File: src/rtl/dlx_control_param.sv
// dlx_control_param: multi-cycle DLX control unit covering instruction fetch,
// decode, word load/store and halt, with an optional branch extension.
//
// Optional feature macro: DLX_CTRL_BRANCH_EN
//   defined   -> BEQZ (000100) and J (000010) execute through the BRANCH state
//   undefined -> both opcodes decode as illegal and halt the machine
//
// Ports:
//   clk, reset           clock, asynchronous active-high reset
//   step_en, run_mode    single-step request / free-running enable
//   busy                 memory busy; a transfer completes when mr|mw=1 and busy=0
//   data_in              instruction fetch data
//   gpr_rdata_a          register file read data for gpr_raddr_a
//   mr, mw               registered memory read / write strobes
//   memory_address       fetch address (FETCH) or effective address (otherwise)
//   gpr_raddr_a/_b       rs / rt fields of the instruction register
//   gpr_we, gpr_waddr    register write strobe (load completion) and address
//   pc, sm_state         program counter and state encoding
//   halted, illegal      sticky halt and illegal-opcode flags
module dlx_control_param #(
  parameter int unsigned PC_W   = 10,
  parameter int unsigned ADDR_W = 16
) (
  input  logic              clk,
  input  logic              reset,
  input  logic              step_en,
  input  logic              run_mode,
  input  logic              busy,
  input  logic [31:0]       data_in,
  input  logic [31:0]       gpr_rdata_a,
  output logic              mr,
  output logic              mw,
  output logic [ADDR_W-1:0] memory_address,
  output logic [4:0]        gpr_raddr_a,
  output logic [4:0]        gpr_raddr_b,
  output logic              gpr_we,
  output logic [4:0]        gpr_waddr,
  output logic [PC_W-1:0]   pc,
  output logic [3:0]        sm_state,
  output logic              halted,
  output logic              illegal
);

  localparam int unsigned INSN_W = 32;
  localparam int unsigned OPC_W  = 6;

  localparam logic [OPC_W-1:0] OP_LW   = 6'b100011;
  localparam logic [OPC_W-1:0] OP_SW   = 6'b101011;
  localparam logic [OPC_W-1:0] OP_HALT = 6'b111111;
`ifdef DLX_CTRL_BRANCH_EN
  localparam logic [OPC_W-1:0] OP_BEQZ = 6'b000100;
  localparam logic [OPC_W-1:0] OP_J    = 6'b000010;
`endif

  typedef enum logic [3:0] {
    ST_INIT      = 4'd0,
    ST_FETCH     = 4'd1,
    ST_DECODE    = 4'd2,
    ST_LOAD      = 4'd3,
    ST_STORE     = 4'd4,
    ST_WRITEBACK = 4'd5,
    ST_BRANCH    = 4'd6,
    ST_HALT      = 4'd7
  } state_e;

  state_e              state_q, state_d;
  logic [PC_W-1:0]     pc_q, pc_d;
  logic [INSN_W-1:0]   ir_q, ir_d;
  logic [ADDR_W-1:0]   ea_q, ea_d;
  logic                mr_q, mr_d;
  logic                mw_q, mw_d;
  logic                halted_q, halted_d;
  logic                illegal_q, illegal_d;

  logic [OPC_W-1:0]    opcode;
  logic [31:0]         imm_sext;

  assign opcode   = ir_q[31:26];
  assign imm_sext = {{16{ir_q[15]}}, ir_q[15:0]};

`ifdef DLX_CTRL_BRANCH_EN
  logic [31:0]         jmp_sext;
  assign jmp_sext = {{6{ir_q[25]}}, ir_q[25:0]};
`endif

  // Next-state and registered-output logic
  always_comb begin
    state_d   = state_q;
    pc_d      = pc_q;
    ir_d      = ir_q;
    ea_d      = ea_q;
    mr_d      = mr_q;
    mw_d      = mw_q;
    halted_d  = halted_q;
    illegal_d = illegal_q;

    case (state_q)
      ST_INIT: begin
        if (step_en || run_mode) begin
          state_d = ST_FETCH;
          mr_d    = 1'b1;
        end
      end

      ST_FETCH: begin
        if (!busy) begin
          ir_d    = data_in;
          pc_d    = pc_q + PC_W'(1);
          mr_d    = 1'b0;
          state_d = ST_DECODE;
        end
      end

      ST_DECODE: begin
        ea_d = ADDR_W'(gpr_rdata_a + imm_sext);
        case (opcode)
          OP_LW: begin
            state_d = ST_LOAD;
            mr_d    = 1'b1;
          end
          OP_SW: begin
            state_d = ST_STORE;
            mw_d    = 1'b1;
          end
          OP_HALT: begin
            state_d  = ST_HALT;
            halted_d = 1'b1;
          end
`ifdef DLX_CTRL_BRANCH_EN
          OP_BEQZ, OP_J: begin
            state_d = ST_BRANCH;
          end
`endif
          default: begin
            state_d   = ST_HALT;
            halted_d  = 1'b1;
            illegal_d = 1'b1;
          end
        endcase
      end

      ST_LOAD, ST_STORE: begin
        if (!busy) begin
          mr_d    = 1'b0;
          mw_d    = 1'b0;
          state_d = ST_WRITEBACK;
        end
      end

      // Free-running skips INIT; single-step waits for step_en to drop
      ST_WRITEBACK: begin
        if (run_mode) begin
          state_d = ST_FETCH;
          mr_d    = 1'b1;
        end else if (!step_en) begin
          state_d = ST_INIT;
        end
      end

`ifdef DLX_CTRL_BRANCH_EN
      // pc already points past the branch, offsets are relative to that
      ST_BRANCH: begin
        if (opcode == OP_BEQZ) begin
          if (gpr_rdata_a == 32'd0) begin
            pc_d = pc_q + PC_W'(imm_sext);
          end
        end else begin
          pc_d = pc_q + PC_W'(jmp_sext);
        end
        state_d = ST_WRITEBACK;
      end
`endif

      ST_HALT: begin
        mr_d     = 1'b0;
        mw_d     = 1'b0;
        halted_d = 1'b1;
      end

      default: begin
        state_d = ST_INIT;
        mr_d    = 1'b0;
        mw_d    = 1'b0;
      end
    endcase
  end

  // State and output registers; reset drops strobes immediately
  always_ff @(posedge clk or posedge reset) begin
    if (reset) begin
      state_q   <= ST_INIT;
      pc_q      <= '0;
      ir_q      <= '0;
      ea_q      <= '0;
      mr_q      <= 1'b0;
      mw_q      <= 1'b0;
      halted_q  <= 1'b0;
      illegal_q <= 1'b0;
    end else begin
      state_q   <= state_d;
      pc_q      <= pc_d;
      ir_q      <= ir_d;
      ea_q      <= ea_d;
      mr_q      <= mr_d;
      mw_q      <= mw_d;
      halted_q  <= halted_d;
      illegal_q <= illegal_d;
    end
  end

  // Address mux: pc during fetch, effective address everywhere else
  always_comb begin
    memory_address = ea_q;
    if (state_q == ST_FETCH) begin
      memory_address = ADDR_W'(pc_q);
    end
  end

  assign gpr_raddr_a = ir_q[25:21];
  assign gpr_raddr_b = ir_q[20:16];
  assign gpr_waddr   = ir_q[20:16];
  assign gpr_we      = (state_q == ST_LOAD) && !busy && (ir_q[20:16] != 5'd0);

  assign mr       = mr_q;
  assign mw       = mw_q;
  assign pc       = pc_q;
  assign sm_state = 4'(state_q);
  assign halted   = halted_q;
  assign illegal  = illegal_q;

endmodule

File: config.mk
export PLATFORM = sky130hd
export DESIGN_NAME = dlx_control_param
export DESIGN_NICKNAME = d
export VERILOG_FILES = /design/src/rtl/dlx_control_param.sv
export SDC_FILE = /design/constraint.sdc
export NUM_CORES = 1
export LEC_CHECK = 0
export ABC_AREA = 1
export BUFFER_PORTS_ARGS = -buffer_cell sky130_fd_sc_hd__buf_4
export CELL_PAD_IN_SITES_DETAIL_PLACEMENT = 0
export CELL_PAD_IN_SITES_GLOBAL_PLACEMENT = 1
export CORE_UTILIZATION = 41
export CTS_BUF_LIST = sky130_fd_sc_hd__clkbuf_8
export DETAILED_ROUTE_END_ITERATION = 6
export GPL_ROUTABILITY_DRIVEN = 0
export GPL_TIMING_DRIVEN = 1
export MAX_ROUTING_LAYER = met4
export PLACE_DENSITY_LB_ADDON = 0.1
export SLEW_MARGIN = 10
export SYNTH_ARGS = -nofsm -noshare
export SYNTH_HDL_FRONTEND = slang
export SYNTH_SLANG_ARGS = --single-unit
File: constraint.sdc
create_clock -name clk -period 5.85 [get_ports clk]
set_clock_uncertainty 0.1 [all_clocks]
set_input_delay 1.17 -clock clk [delete_from_list [all_inputs] [get_ports clk]]
set_output_delay 1.17 -clock clk [all_outputs]
set_load 0.005 [all_outputs]
==> results of run 1 <==
## per-layer routing
metal	part of all wire, %	track usage [%]	vias up
met4	0.91	6.00	0
met3	3.5	3.62	6
met1	49	24.5	1557
li1	-	-	1813
met5	0	-	-
met2	47	31.1	67
## path summary, 6_finish.rpt
path | startpoint | endpoint | slack (ns) | depth (start not counted)
worst max-delay path | sm_state[0] | memory_address[0] | 2.71 | 5
worst min-delay path | mr | mr | 0.37 | 2
worst max register to register | sm_state[0] | ir_q[16] | 3.35 | 7
worst min register to register | mr | mr | 0.37 | 2
max in group asynchronous | reset | pc[2] | 4.11 | 3
min in group asynchronous | reset | ir_q[12] | 0.97 | 3
## cells by family after synthesis
family / Yosys count / share of synthesized area (%)
xor gates and xnor gates: 14 / 3.12
AOI/OAI and AO/OA: 34 / 4.68
buffers and inverters: 97 / 11.4
other: 1 / 0.0954
adders and majority gates: 17 / 5.60
DFF: 65 / 41.4
and+or+nand+nor: 313 / 33.7
## registers in the layout, summed over array words and instances, names as in the netlist
| register | count |
|---|---|
| mr | 1 |
| illegal | 1 |
| sm_state | 3 |
| halted | 1 |
| pc | 10 |
| ea_q | 16 |
| ir_q | 32 |
| mw | 1 |
## critical path, delay by kind of cell (launching register included)
kind	cells	cell delay, ns
AOI/OAI and AO/OA	1	0.33
DFF	1	0.50
buffers and inverters	2	0.27
and+or+nand+nor	2	0.44
## placed cells by master, fill, tap and decap left out, types with 3 or more instances in the layout
| master | count |
|---|---|
| nand2_1 | 239 |
| buf_4 | 102 |
| dfrtp_1 | 65 |
| inv_1 | 62 |
| nand3_1 | 23 |
| nor2_1 | 16 |
| ha_1 | 16 |
| o21ai_0 | 15 |
| xor2_1 | 11 |
| clkbuf_8 | 10 |
| nor3_1 | 9 |
| a21oi_1 | 8 |
| or2_2 | 6 |
| inv_2 | 6 |
| o21ai_1 | 6 |
| nand4_1 | 5 |
| nand3b_1 | 4 |
| xnor2_1 | 3 |
## report_power, final
group | switching, uW | leakage, uW | internal, uW | total (uW)
Combinational | 724 | 0.00188 | 566 | 1290
Sequential | 144 | 0.000786 | 653 | 797
Clock | 182 | 0.0000995 | 206 | 387
## cell type report
class                      count  area (um^2)  share of cell area, %
timing repair buffer         102          766                   15.8
clock inverter                 6         58.8                   1.21
multi-input combinational    379         1860                   38.2
sequential                    65         1630                   33.5
inverter                      67          251                   5.18
clock buffer                  10          138                   2.83
tap                          129          161                   3.32
## per-stage QoR
| stage | cells | total power (uW) |
|---|---|---|
| 2_1_floorplan | 541 | 1690 |
| 3_3_place_gp | 742 | 2080 |
| 3_5_place_dp | 742 | 2110 |
| 4_1_cts | 758 | 2510 |
| 5_1_grt | 758 | 2730 |
| 6_report | 758 | 2470 |
==> out/metrics.yaml, run 1 <==
status:
  status: "finished clean"
logic_synthesis:
  ys.flop_type: "dfrtp_1"
  synthTopCellsByCount: "239 x nand2_1, 65 x dfrtp_1, 62 x inv_1, 23 x nand3_1"
  synth_top_area_cell: "dfrtp_1"
  synthTopCellsByArea: "dfrtp_1 41%, nand2_1 23%, inv_1 5.9%, ha_1 5.1%, buf_4 3.1%"
  yosysMostFrequentCell: "nand2_1"
  synth_edf_count: 0
  ys_warn_count: 0
  synthArstFlopShare_pct: 100
  yosys.area.top_type_share_pct: 41.4
  yosysSeqAreaShare_pct: 41.4
  ys_ff_latch: 65
  syn-num-nets: 627
  syn_area_um2: 3930
  synth_cell_types: 36
  syn_inst: 541
  synth_area_per_cell_um2: 7.27
setup_path:
  cp_slowest_stage_delay_ns: 0.50
  cp-end-kind: "primary output"
  cp_data_required_time_ns: 4.58
  crit_path_max_fanout: 29
  cp.arrival_ns: 1.87
  critPathSlowestCell: "dfrtp_1"
  worstPathCellList: "inv_2 > nor2_4 > nand2_2 > o21ai_0 > buf_4"
  path_class: "reg2out"
  startpoint_type: "flip-flop"
die:
  row_count: 35
  die_x_um: 99.9
  start_util_pct: 42.3
  dieArea_um2: 9980
  dieHeight_um: 99.9
  ios: 119
  core_area_um2: 9280
power:
  power.density_nw_per_um2: 509
  ir_worst_vdd_mv: 0.166
  p_leak_uw: 0.00276
sta:
  worst_slew_margin_rel_pct: 44.2
  rsz0062_at_grt: "false"
  hold_viol: 0
  final_max_slew_viol_count: 0
  layout_min_cycle_time_ns: 3.14
  finalWorstSetupSlack_ns: 2.71
  setup-tns-final_ns: 0
  max_clock_freq_ghz: 0.318
  tightest_slew_ns: 0.837
  post-route-period-util_pct: 53.7
  hold_ws_ns: 0.371
  setup_viol: 0
route:
  vias: 3443
  dr.pass1.iters: 4
  wl_um: 8790
  drc: 0
  final_antenna_net_count: 0
  viasPerCell: 4.54
  drt_iter0_markers: 105
  route.detailed.wl_per_inst_um: 11.6
clocking:
  post_cts_resized: 0
  cts_root_buf: "clkbuf_8"
  clock_latency_ns: 0.34
  postCtsHoldBufs: 0
  postCtsSetupBuffers: 0
  cts_buffers: 9
  clockBufferDepth: 2
  cts_tree: "yes"
  cts_sinks: 65
  path_clk_slew_ns: 0.07
  htreeDepth: 3
final_layout:
  area_growth_pct: 23.6
  post-route-util_pct: 52.3
  layout.nets: 710
  layout-drive-gt1-share_pct: 22.1
  fillers: 992
  num_antenna_cells: 0
  postLayoutCellArea_um2: 4860
placed_design:
  io_buffer_count: 101
  pre_cts_ws_ns: 2.88
  dp_hpwl_um: 6380
  placed_area_um2: 4660
grt:
  grt_pass1_wl_um: 14700
  grt_max_degree: 66
  grt_usage_pct: 19.2
  overflow: 0
  grt_pass1_vias: 3167
  antenna_found_initial: 0
job:
  max-cap-violations: 0
min_path:
  hp-class: "reg2reg"
Note: power is estimated with default switching activity, not from simulation.
==> run 2: changes to the inputs <==
CORE_UTILIZATION = 38   (was 41)
clock period = 3.3 ns   (was 5.85 ns; I/O delays follow)
==> out/metrics.yaml, run 2 (synthesis results as in run 1) <==
status:
  status: "finished clean"
setup_path:
  cp_data_required_time_ns: 2.54  # -2.04 ns
  r2r_slack_ns: 1.13  # -2.22 ns
  path_class: "reg2out"
  crit_buf_inv: 2  # unchanged
  cp.arrival_ns: 1.93  # +0.06 ns
  worstPathCellList: "inv_2 > nor2_4 > nand2_2 > o21ai_0 > buf_4"
  cp_slowest_stage_delay_ns: 0.49  # about the same
  worstReg2RegStart: "sm_state[0]"
  startpoint_type: "flip-flop"
  critPathSlowestCell: "dfrtp_1"
  rr_worst_depth: 6  # -1
  r2r_end: "ir_q[29]"
  cp-end-kind: "primary output"
  crit_family: "flip-flops"
  crit_path_max_fanout: 29  # unchanged
final_layout:
  post-route-util_pct: 49.8  # -2.5 points
  final_cell_mix: "239 x nand2_1, 104 x buf_4, 65 x dfrtp_1"
  top_register: "ir_q"
  area_growth_pct: 25.5
  layout_commonest_cell: "nand2_1"
  fin_cells: 764  # +0.79%
  layout.nets: 712  # +0.28%
  layout-drive-gt1-share_pct: 22.5  # +0.41 points
  postLayoutCellArea_um2: 4930  # +1.6%
  largest_reg_flops: 32  # unchanged
  num_antenna_cells: 0  # unchanged
sta:
  post-route-period-util_pct: 81.4
  max_clock_freq_ghz: 0.372
  layout_min_cycle_time_ns: 2.69
  worst_slew_margin_rel_pct: 46.6  # +2.4 points
  final_max_slew_viol_count: 0  # unchanged
  hold_viol: 0  # unchanged
  setup_viol: 0  # unchanged
  setup-tns-final_ns: 0  # unchanged
  tightest_slew_ns: 0.798  # -0.0391 ns
  rsz0062_at_grt: "false"
grt:
  gr-usage-met2_pct: 29.0  # -2.1 points
  grt-busiest-layer: "met2"
  overflow: 0  # unchanged
  antenna_found_initial: 0  # unchanged
  use_met1_pct: 24.5  # about the same
  grt_max_degree: 33  # -50%
  grt_pass1_wl_um: 15600  # +6.0%
  gr-usage-met3_pct: 2.77  # -0.85 points
  grt_usage_pct: 18.4  # -0.86 points
  grt_pass1_vias: 3320  # +4.8%
die:
  row_count: 36  # +2.9%
  dieArea_um2: 10800  # +7.7%
  start_util_pct: 39.7  # -2.7 points
  core_area_um2: 9910  # +6.7%
  dieHeight_um: 104  # +3.8%
  ios: 119  # unchanged
  die_x_um: 104  # +3.8%
route:
  wl_um: 9070  # +3.2%
  vias: 3459  # +0.46%
  drc: 0  # unchanged
  dr.pass1.iters: 4  # unchanged
  drt_iter0_markers: 98  # -6.7%
  viasPerCell: 4.53  # -0.32%
  route.detailed.wl_per_inst_um: 11.9  # +2.4%
  final_antenna_net_count: 0  # unchanged
clocking:
  postCtsSetupBuffers: 0  # unchanged
  post_cts_resized: 0  # unchanged
  cts_sinks: 65  # unchanged
  postCtsHoldBufs: 0  # unchanged
  htreeDepth: 3  # unchanged
  clock_latency_ns: 0.34  # about the same
  cts_root_buf: "clkbuf_8"
  cts_tree: "yes"
  cts_buffers: 9  # unchanged
  clockBufferDepth: 2  # unchanged
  path_clk_slew_ns: 0.08  # about the same
placed_design:
  dp.cells: 748  # +0.81%
  placed_area_um2: 4680  # +0.43%
  io_buffer_count: 101  # unchanged
  dp_hpwl_um: 6950  # +8.9%
power:
  ir_worst_vdd_mv: 0.376  # +130%
  power.density_nw_per_um2: 929  # +82%
  p_leak_uw: 0.00279  # +1.2%
min_path:
  hp-class: "in2async"
job:
  max-cap-violations: 0  # unchanged
run 2: changes by cell type in the layout (fill, tap and decap cells not counted):
cell / change
buf_4: +2
bufinv_16: +2
clkinv_2: -2
clkinv_4: +2
clkinvlp_4: -1
inv_1: -1
run 2: layer usage:
metal / share of wire (%) / wire [um]
met5: 0 / 0
met3: 3.4 / 304
met2: 46 / 4190
met4: 1.0 / 94
met1: 49 / 4480
run 2: metrics by stage:
stage | total power [uW] | setup slack, ns | hold WS [ns]
global route | 5050 | 0.441 | 0.250
finish | 4580 | 0.613 | 0.222
detailed placement | 3760 | 0.924 | 0.359
CTS | 4640 | 0.580 | 0.225
floorplan | 3000 | 0.914 | 0.342
global placement | 3710 | 0.935 | 0.355
run 2: final cells by class:
| cell class | instances | area, um^2 |
|---|---|---|
| well taps | 133 | 166 |
| fillers | 1060 | 4970 |
| multi-input cells | 379 | 1860 |
| repair buffers | 104 | 781 |
| inverters | 67 | 251 |
| clock buffers | 10 | 138 |
| flip-flops and latches | 65 | 1630 |
| clock inverters | 6 | 115 |
run 2: worst register-to-register path, delay by kind of cell, from the launching register on:
kind / cells / cell delay [ns]
and+or+nand+nor: 3 / 0.81
DFF: 1 / 0.49
buffers and inverters: 2 / 0.47
AOI/OAI and AO/OA: 1 / 0.17
run 2: where the power goes:
part	internal (uW)	switching (uW)	total, uW
clock	525	346	871
combinational	1010	1290	2300
sequential	1160	260	1420
total	2690	1900	4580
run 2: how the worst max path moves through the flow:
stage | start | to | slack (ns) | cells past startpoint
floorplan | reset | ea_q[0] | 0.91 | 1
global placement | gpr_rdata_a[0] | ea_q[6] | 0.93 | 10
detailed placement | gpr_rdata_a[0] | ea_q[6] | 0.92 | 10
CTS | sm_state[0] | memory_address[9] | 0.58 | 5
finish | sm_state[0] | memory_address[9] | 0.61 | 5
global route | sm_state[0] | memory_address[9] | 0.44 | 5
==> run 3: changes to the inputs <==
clock period = 2.5 ns   (was 3.3 ns; I/O delays follow)
==> out/metrics.yaml, run 3 (synthesis results as in run 1) <==
route:
  highest_layer: "met4"
  met1Wirelength_um: 4320  # -3.7%
  wl_met2_um: 4360  # +4.0%
  vias: 3459  # unchanged
  dr.pass1.iters: 4  # unchanged
  drt_iter0_markers: 107  # +9.2%
  viasPerCell: 4.52  # -0.13%
  wl_met3_um: 439  # +44%
  wl_um: 9240  # +1.8%
  route.detailed.wl_per_inst_um: 12.1  # +1.7%
  final_antenna_net_count: 0  # unchanged
  drc: 0  # unchanged
grt:
  antenna_found_initial: 0  # unchanged
  grt_max_degree: 32  # -3.0%
  grt_usage_pct: 18.6  # +0.24 points
  grt_pass1_vias: 3337  # +0.51%
  overflow: 0  # unchanged
  grt_pass1_wl_um: 15600  # +0.17%
final_layout:
  largest_reg_flops: 32  # unchanged
  top_register: "ir_q"
  num_antenna_cells: 0  # unchanged
  final_cell_mix: "239 x nand2_1, 104 x buf_4, 65 x dfrtp_1"
  layout-drive-gt1-share_pct: 22.5  # -0.036 points
  postLayoutCellArea_um2: 4900  # -0.63%
  layout_commonest_cell: "nand2_1"
  area_growth_pct: 24.7
  layout.nets: 713  # +0.14%
clocking:
  path_clk_slew_ns: 0.08  # about the same
  cts_tree: "yes"
  cts_sinks: 65  # unchanged
  htreeDepth: 3  # unchanged
  cts_root_buf: "clkbuf_8"
  clockBufferDepth: 2  # unchanged
  cts_buffers: 9  # unchanged
  clock_latency_ns: 0.33  # about the same
  postCtsSetupBuffers: 0  # unchanged
  postCtsHoldBufs: 0  # unchanged
placed_design:
  io_buffer_count: 101  # unchanged
  dp_hpwl_um: 7060  # +1.6%
  pre_cts_ws_ns: 0.295  # -0.629 ns
  placed_area_um2: 4700  # +0.43%
power:
  finalPower_uw: 5830  # +27%
  ir_worst_vdd_mv: 0.503  # +34%
  power.density_nw_per_um2: 1190  # +28%
  p_leak_uw: 0.00278  # -0.34%
die:
  die_x_um: 104  # unchanged
  dieArea_um2: 10800  # unchanged
  dieHeight_um: 104  # unchanged
  start_util_pct: 39.7  # unchanged
  core_area_um2: 9910  # unchanged
  row_count: 36  # unchanged
  ios: 119  # unchanged
setup_path:
  crit_buf_inv: 2  # unchanged
  r2r_slack_ns: 0.53  # -0.60 ns
  crit_family: "flip-flops"
  path_class: "reg2out"
  rr_worst_depth: 9  # +3
  r2r_end: "ea_q[6]"
  worstReg2RegStart: "ir_q[0]"
  cp.arrival_ns: 1.74  # -0.19 ns
  worstPathCellList: "inv_2 > nor2_4 > nand2_4 > o21ai_0 > buf_4"
  critPathSlowestCell: "dfrtp_1"
  cp_data_required_time_ns: 1.90  # -0.64 ns
  startpoint_type: "flip-flop"
  cp-startpoint: "sm_state[0]"
  cp-end-kind: "primary output"
  cp_slowest_stage_delay_ns: 0.49  # about the same
  crit_path_max_fanout: 29  # unchanged
min_path:
  hp-class: "in2async"
sta:
  final_max_slew_viol_count: 0  # unchanged
  layout_min_cycle_time_ns: 2.34
  max_clock_freq_ghz: 0.427
  setup_viol: 0  # unchanged
  post-route-period-util_pct: 93.7
  hold_viol: 0  # unchanged
  setup-tns-final_ns: 0  # unchanged
  finalWorstSetupSlack_ns: 0.157  # -0.456 ns
  worst_slew_margin_rel_pct: 59.3  # +13 points
  rsz0062_at_grt: "false"
  tightest_slew_ns: 0.610  # -0.188 ns
job:
  max-cap-violations: 0  # unchanged
status:
  status: "finished clean"
==> run 3: cell types whose count changed in the layout (fill, tap and decap cells not counted) <==
cell | before | now
clkinv_2 | 0 | 2
clkinv_4 | 2 | 0
nand2_4 | 1 | 2
clkinvlp_4 | 1 | 2
bufinv_16 | 3 | 1
nand2_2 | 2 | 1
inv_1 | 61 | 62
buf_12 | 0 | 1
==> run 3: power by group <==
part           total [uW]  switching (uW)  internal, uW  leakage, uW
registers            1870             345          1530     0.000786
clock network         912             431           481    0.0000995
logic                3050            1710          1340      0.00190
total                5830            2490          3350      0.00278
==> run 3: routing by layer <==
layer  global-route usage, %  vias up
met5                       -        -
met4                    6.63        0
met3                    3.27       14
met2                    29.8       81
met1                    23.7     1545
li1                        -     1819
==> run 3: worst max path at each step <==
stage | end | cells after the start
4_1_cts | memory_address[9] | 5
3_5_place_dp | ea_q[6] | 10
5_1_grt | memory_address[9] | 5
6_report | memory_address[9] | 5
3_3_place_gp | ea_q[6] | 10
2_1_floorplan | ea_q[0] | 1
==> run 3: metrics by stage <==
step	cells	util, %	hold slack [ns]
finish	765	49.5	0.136
global route	765	49.5	0.169
CTS	765	49.5	0.142
detailed placement	749	47.4	0.360
global placement	749	47.4	0.356
floorplan	541	-	0.342
==> run 3: what timing repair did <==
item | CTS | global route
endpoints found under the hold margin | 0 | 0
endpoints found under the setup margin | 4 | 0
gates resized for setup | 1 | 0
==> run 3: cell type report <==
cell class              instances  area, um^2
flip-flops and latches         65        1630
fillers                      1072        5010
well taps                     133         166
multi-input cells             379        1860
repair buffers                105         801
clock inverters                 6        58.8
clock buffers                  10         138
inverters                      67         251
